### config.mk
export PLATFORM = sky130hd
export DESIGN_NAME = nabp_shifter_sequencer
export DESIGN_NICKNAME = d
export VERILOG_FILES = /design/src/rtl/nabp_shifter_sequencer.sv
export SDC_FILE = /design/constraint.sdc
export NUM_CORES = 1
export LEC_CHECK = 0
export BUFFER_PORTS_ARGS = -buffer_cell sky130_fd_sc_hd__buf_4
export CAP_MARGIN = 30
export CORE_ASPECT_RATIO = 0.9
export CORE_MARGIN = 2
export CORE_UTILIZATION = 44
export CTS_CLUSTER_DIAMETER = 200
export DETAILED_ROUTE_END_ITERATION = 7
export GPL_TIMING_DRIVEN = 0
export HOLD_SLACK_MARGIN = 0.1
export PLACE_DENSITY = 0.76
export SLEW_MARGIN = 15
export SYNTH_ARGS = -nofsm -noshare
export SYNTH_HDL_FRONTEND = slang
export SYNTH_SLANG_ARGS = --single-unit
### constraint.sdc
create_clock -name clk -period 2.25 [get_ports clk]
set_input_delay 0.1125 -clock clk [delete_from_list [all_inputs] [get_ports clk]]
set_output_delay 0.1125 -clock clk [all_outputs]
set_load 0.02 [all_outputs]
### src/rtl/nabp_shifter_sequencer.sv
`default_nettype none
// ============================================================================
// nabp_shifter_sequencer
// Angle -> tan/cot look-up -> fractional accumulator; emits one shift/no-shift
// decision per step over a valid/ready stream. Optional macro:
// NABP_SHIFTER_ROUND_EN (accumulator starts at 0.5 so shifts round to nearest).
// Revision: 1.0
// ============================================================================
module nabp_shifter_sequencer #(
    parameter int kAngleLength   = 9,
    parameter int kAccuPrecision = 8,
    parameter int kSteps         = 256
) (
    input  logic                      clk,
    input  logic                      reset,
    input  logic                      angle_valid,
    input  logic [kAngleLength-1:0]   angle,
    output logic                      angle_ready,
    output logic                      angle_err,
    output logic [kAngleLength-1:0]   lut_angle,
    input  logic [kAccuPrecision:0]   lut_accu_base,
    output logic                      swap_dir,
    output logic                      shift_valid,
    input  logic                      shift_ready,
    output logic                      shift_en,
    output logic                      shift_last,
    output logic                      busy
);

    localparam int P      = kAccuPrecision;
    localparam int STEP_W = $clog2(kSteps);

    localparam logic [kAngleLength-1:0] c_ANGLE_LIMIT = kAngleLength'(180);
    localparam logic [kAngleLength-1:0] c_ANGLE_45    = kAngleLength'(45);
    localparam logic [kAngleLength-1:0] c_ANGLE_135   = kAngleLength'(135);
    localparam logic [STEP_W-1:0]       c_LAST_STEP   = STEP_W'(kSteps - 1);

`ifdef NABP_SHIFTER_ROUND_EN
    localparam logic [P-1:0] c_ACC_INIT = {1'b1, {(P-1){1'b0}}};
`else
    localparam logic [P-1:0] c_ACC_INIT = '0;
`endif

    typedef enum logic [1:0] {
        S_IDLE   = 2'd0,
        S_LOOKUP = 2'd1,
        S_LOAD   = 2'd2,
        S_RUN    = 2'd3
    } state_t;

    state_t                    state_q, state_d;
    logic [P-1:0]              acc_q, acc_d;
    logic [P:0]                base_q, base_d;
    logic [STEP_W-1:0]         step_q, step_d;
    logic [kAngleLength-1:0]   lut_angle_q, lut_angle_d;
    logic                      swap_dir_q, swap_dir_d;
    logic                      err_q, err_d;

    logic [P+1:0]              w_sum;
    logic                      w_run;
    logic                      w_last;

    // sum < 2.0, so any set integer bit means exactly one carry this step
    assign w_sum  = {2'b00, acc_q} + {1'b0, base_q};
    assign w_run  = (state_q == S_RUN);
    assign w_last = (step_q == c_LAST_STEP);

    always_ff @(posedge clk or posedge reset) begin
        if (reset) begin
            state_q     <= S_IDLE;
            acc_q       <= '0;
            base_q      <= '0;
            step_q      <= '0;
            lut_angle_q <= '0;
            swap_dir_q  <= 1'b0;
            err_q       <= 1'b0;
        end else begin
            state_q     <= state_d;
            acc_q       <= acc_d;
            base_q      <= base_d;
            step_q      <= step_d;
            lut_angle_q <= lut_angle_d;
            swap_dir_q  <= swap_dir_d;
            err_q       <= err_d;
        end
    end

    always_comb begin
        state_d     = state_q;
        acc_d       = acc_q;
        base_d      = base_q;
        step_d      = step_q;
        lut_angle_d = lut_angle_q;
        swap_dir_d  = swap_dir_q;
        err_d       = 1'b0;
        case (state_q)
            S_IDLE: begin
                if (angle_valid) begin
                    if (angle >= c_ANGLE_LIMIT) begin
                        err_d = 1'b1;
                    end else begin
                        lut_angle_d = angle;
                        swap_dir_d  = (angle >= c_ANGLE_45) && (angle < c_ANGLE_135);
                        state_d     = S_LOOKUP;
                    end
                end
            end
            S_LOOKUP: begin
                state_d = S_LOAD;
            end
            S_LOAD: begin
                base_d  = lut_accu_base;
                acc_d   = c_ACC_INIT;
                step_d  = '0;
                state_d = S_RUN;
            end
            S_RUN: begin
                if (shift_ready) begin
                    acc_d  = w_sum[P-1:0];
                    step_d = step_q + 1'b1;
                    if (w_last) begin
                        state_d = S_IDLE;
                    end
                end
            end
            default: begin
                state_d = S_IDLE;
            end
        endcase
    end

    // ready is forced low during reset so no angle is taken while held in reset
    assign angle_ready = (state_q == S_IDLE) && !reset;
    assign angle_err   = err_q;
    assign lut_angle   = lut_angle_q;
    assign swap_dir    = swap_dir_q;
    assign shift_valid = w_run;
    assign shift_en    = w_run && (|w_sum[P+1:P]);
    assign shift_last  = w_run && w_last;
    assign busy        = (state_q != S_IDLE);

endmodule
`default_nettype wire

-- After elaboration in Yosys (flattened, before gate mapping)
Index checks and enable logic that the tools add are counted.
- $add $sub $neg: 2
- order comparisons: 3
- equal/unequal tests: 8
- multiplexer cells: 12
- bitwise gates (word level): 1
- reductions and logical operators: 12
- operators by type and width (cell ; number):
    8-bit case mux with 2 select lines ; 2
    8-bit two-way mux ; 2
    8-bit by 9-bit adder with 10-bit output ; 1
    9-bit by 6-bit >= comparator with 1-bit output, second input constant ; 1
    9-bit by 8-bit >= comparator with 1-bit output, second input constant ; 1
    9-bit by 8-bit less-than comparator with 1-bit output, second input constant ; 1
    8-bit by 1-bit adder with 8-bit output, second input constant ; 1
    8-bit equality test, second input constant ; 1
    2-bit two-way mux ; 4
    2-bit case mux with 4 select lines ; 1
    2-bit inequality test, second input constant ; 3
    2-bit equality test, second input constant ; 2
    1-bit logical AND ; 4
    4-bit AND reduction ; 1
    2-bit nonzero test ; 2
    1-bit two-way mux ; 3
    3-bit AND reduction ; 1
    2-bit by 1-bit equality test with 1-bit output, second input constant ; 1
    2-bit logical NOT ; 1
    2-bit by 1-bit inequality test with 1-bit output, second input constant ; 1
    2-bit AND reduction ; 1
    2-bit OR reduction ; 1
    1-bit logical NOT ; 1
    1-bit inverter ; 1
- register bits after elaboration: 38
- input port bits: 22
- output and inout port bits: 16
- logic and storage cells: 45

-- Logic depth before layout (Yosys ltp)
- depth in word-level cells: 4
- mapped depth: 8
- gate-level depth less buffers: 7

-- Worst setup path before layout
No wires, ideal clock.
- path kind: reg-to-output
- start: register acc_q[0]
- end: output shift_en
- arrival: 1.948 ns
- path slack: 0.189 ns
- stages on the path, launching flop included: 7
- path buffers: 0
- path through: dfrtp_1 -> ha_1 -> fa_1 -> a211oi_1 -> nor3_1 -> o41a_1 -> o21a_1
- cells in the longest elaborated chain, start to end: 3
- RTL lines (element ; RTL line ; RTL):
    start: declaration ; 52 ; logic [P-1:0] acc_q, acc_d;
    start signal: assignment ; 71 ; acc_q <= '0;
    start signal: assignment ; 79 ; acc_q <= acc_d;
    8-bit by 9-bit adder with 10-bit output ; 64 ; assign w_sum = {2'b00, acc_q} + {1'b0, base_q};
    2-bit OR reduction ; 138 ; assign shift_en = w_run && (|w_sum[P+1:P]);
    1-bit logical AND ; 138 ;
    end: declaration ; 25 ; output logic shift_en,
Every way passes these cells.

-- Worst setup path after layout
Ends and elaborated chain as after synthesis.

==> reports/results.ini <==
[run_status]
status=finished with violations
violations=setup timing

[sta]
setup_violations=1
worstMarginPinSlew_ns=0.601
fin_skew_ns=0.00525
max_freq_mhz=443
rsz0062_at_grt=true
maxSlewHeadroom_pct=59.9
min_period_ns=2.26
period_share_pct=100
fin_ws_ns=-0.00794
maxSlewViolCount=0
hold_viol=0

[worst_hold_path]
min_to=acc_q[1]$_DFFE_PP0P_
hold_depth=3
hp-start=shift_ready
min_path_type=in2reg

[final_layout]
seq_area_um2=951
final_cell_area_um2=2730
fin_util_pct=61.7
num_antenna_cells=0
syn2layout_area_growth_pct=35.3
nets=288
final_cells=314
multi_input_area_um2=1060
drive_gt1_share_pct=32.1
nFillCells=386

[power]
p_seq_share_pct=42.3
vdd_drop_max_mv=0.426
p_clk_share_pct=20.1
swShare_pct=33.9
p_comb_share_pct=37.7
switchingPower_w=0.000725
power_leakage_nw=1.34
p_per_area_nw_per_um2=783
internal_power_w=0.00141

[route]
route.detailed.drc=0
drt_iter0_drc=114
vias=1593
avgViaCountPerCell=5.07
first_pass_iters=4
routed_wirelength_mm=4.08
ant_nets=0
avgRoutedWirePerCell_um=13.0

[die]
fp.dieArea_um2=5150
core_um2=4430
rows=23
num_io_pins=38
die_w_um=75.4
die_h_um=68.3
start_util_pct=45.6

[placed_design]
place_inst=284
dpl_worst_slack_ns=-0.0499
placed_area_um2=2390
io_buffer_count=36
hpwl_mm=2.80
gp_congestion=0.832

[global_route]
grt_use_total_pct=17.7
first_global_vias=1538
grt_max_degree=22
grt_overflow=0
antenna_found_initial=0
grt_pass1_wl_mm=6.90

[worst_setup_path]
worstPathBufferInverterCount=1
crit_type=reg2out
cp_slowest_stage_delay_ns=0.39
critPathRequiredTime_ns=2.14
worst_setup_path_end_kind=output port
cpLargestDelayFamily=compound AO/OA/AOI/OAI gates
path_max_fanout=2
critPathArrivalTime_ns=2.15
worstSetupStartpointType=flip-flop
r2r-end=acc_q[6]$_DFFE_PP0P_
r2r_setup_slack_ns=0.26
worst_r2r_path_depth=8
path_cells=ha_2 -> fa_2 -> a211oi_4 -> nor3_2 -> o41a_1 -> o21a_1 -> buf_6
slowest_stage=dfrtp_1
r2r-start=acc_q[0]$_DFFE_PP0P_

[clocking]
clk_path_buf_depth=2
cts_buffers=5
root_buffer=clkbuf_8
cts_tree=built
h-tree-depth=2
cts.clk_slew.worst_paths_ns=0.07
cts_sinks=38
clk_latency_ns=0.28

[synthesis]
async_reset_ff_share_pct=100
synth_ff_type=dfrtp_1
synth_seq_cells=38
syn_nets=221
postSynthAreaPerCell_um2=10.9
synth.distinct_cells=42
synth_edf_count=0
syn_inst=185
syn_area_um2=2020
yosysSeqAreaShare_pct=47.1
ys_warn_count=0

[flow_run]
drv_cap=0

==> logic make-up after synthesis <==
group           share of synthesized area [%]
mux                                      11.3
buf+inv                                  2.35
fa+ha+maj                                9.05
simple gates                             15.5
compound gates                           10.8
xor+xnor                                 3.90
flops                                    47.1
==> cells in the final DEF (no fill, tap or decap), types with 5 or more instances in the layout <==
| master | netlist | layout |
|---|---|---|
| inv_1 | 6 | 5 |
| ha_1 | 13 | 12 |
| dlygate4sd3_1 | 0 | 19 |
| o21ai_0 | 12 | 11 |
| xor2_1 | 6 | 6 |
| nor2_1 | 8 | 8 |
| a21oi_1 | 7 | 7 |
| buf_4 | 0 | 39 |
| mux2_2 | 18 | 18 |
| nand3_1 | 9 | 9 |
| dfrtp_1 | 38 | 38 |
| clkbuf_8 | 0 | 5 |
| nand2_1 | 21 | 21 |
==> layout make-up <==
| type | instances | area share [%] |
|---|---|---|
| tap | 62 | 2.84 |
| clock buffer | 7 | 2.79 |
| timing repair buffer | 60 | 19.1 |
| sequential | 38 | 34.8 |
| inverter | 6 | 0.824 |
| multi-input combinational | 136 | 38.7 |
| buffer | 5 | 0.916 |
==> cell usage after synthesis (2+ instances only) <==
cell type	instances	share of area, %
a211oi_1	3	1.1
a21o_1	3	1.1
a21oi_1	7	1.7
and2_1	3	0.93
clkbuf_1	2	0.37
dfrtp_1	38	47
ha_1	13	8.1
inv_1	6	1.1
mux2_2	18	10
nand2_1	21	3.9
nand3_1	9	2.2
nand4_1	3	0.93
nor2_1	8	1.5
nor3_1	2	0.50
o211ai_1	3	1.1
o21ai_0	12	3.0
or3_1	2	0.62
xnor2_1	3	1.3
xor2_1	6	2.6
==> routing by layer <==
metal / part of all wire, % / track usage [%]
met5: 0 / 0
met4: 2.5 / 7.24
met3: 4.5 / 4.27
met2: 48 / 27.2
met1: 45 / 23.9
==> registers in the layout, indices dropped and copies added, names as in the netlist <==
signal / flops
acc_q: 8
base_q: 9
angle_err: 1
swap_dir: 1
lut_angle: 9
state_q: 2
step_q: 8
==> worst reg2reg max path: stages (launching register included) <==
cell,delay [ns]
dfrtp_1,0.39
ha_2,0.20
fa_2,0.37
a211oi_4,0.27
buf_4,0.16
o21bai_1,0.06
a21oi_1,0.19
xor2_1,0.15
o21ai_0,0.08
==> power groups by stage <==
| stage | clock (W) | combinational (W) | sequential, W |
|---|---|---|---|
| 2_1_floorplan | 0 | 0.000521 | 0.000895 |
| 3_3_place_gp | 0 | 0.000638 | 0.000912 |
| 3_5_place_dp | 0 | 0.000661 | 0.000914 |
| 4_1_cts | 0.000448 | 0.000746 | 0.000903 |
| 5_1_grt | 0.000475 | 0.000902 | 0.000922 |
| 6_report | 0.000429 | 0.000805 | 0.000904 |
==> stage by stage <==
stage / total power, W / TNS (ns) / hold WS (ns)
floorplan: 0.00142 / 0 / 0.229
finish: 0.00214 / -0.00794 / 0.198
detailed placement: 0.00158 / -0.0499 / 0.149
global placement: 0.00155 / -0.0311 / 0.345
global route: 0.00230 / -0.0857 / 0.226
CTS: 0.00210 / -0.0705 / 0.188
==> what timing repair did <==
action,in CTS,in global routing
endpoints found under the hold margin,35,0
gates cloned,0,0
hold buffers,19,0
setup buffers,2,2
endpoints found under the setup margin,1,1
pin swaps,5,4
resized for setup,6,4
==> worst max path at each step <==
stage | start | end | slack [ns] | cells after the start
3_3_place_gp | acc_q[0]$_DFFE_PP0P_ | shift_en | -0.03 | 7
6_report | acc_q[0]$_DFFE_PP0P_ | shift_en | -0.008 | 7
2_1_floorplan | acc_q[0]$_DFFE_PP0P_ | shift_en | 0.19 | 6
3_5_place_dp | acc_q[0]$_DFFE_PP0P_ | shift_en | -0.05 | 7
4_1_cts | base_q[0]$_DFFE_PP0P_ | shift_en | -0.07 | 7
5_1_grt | acc_q[0]$_DFFE_PP0P_ | shift_en | -0.09 | 7
(Power assumes the default switching activity.)
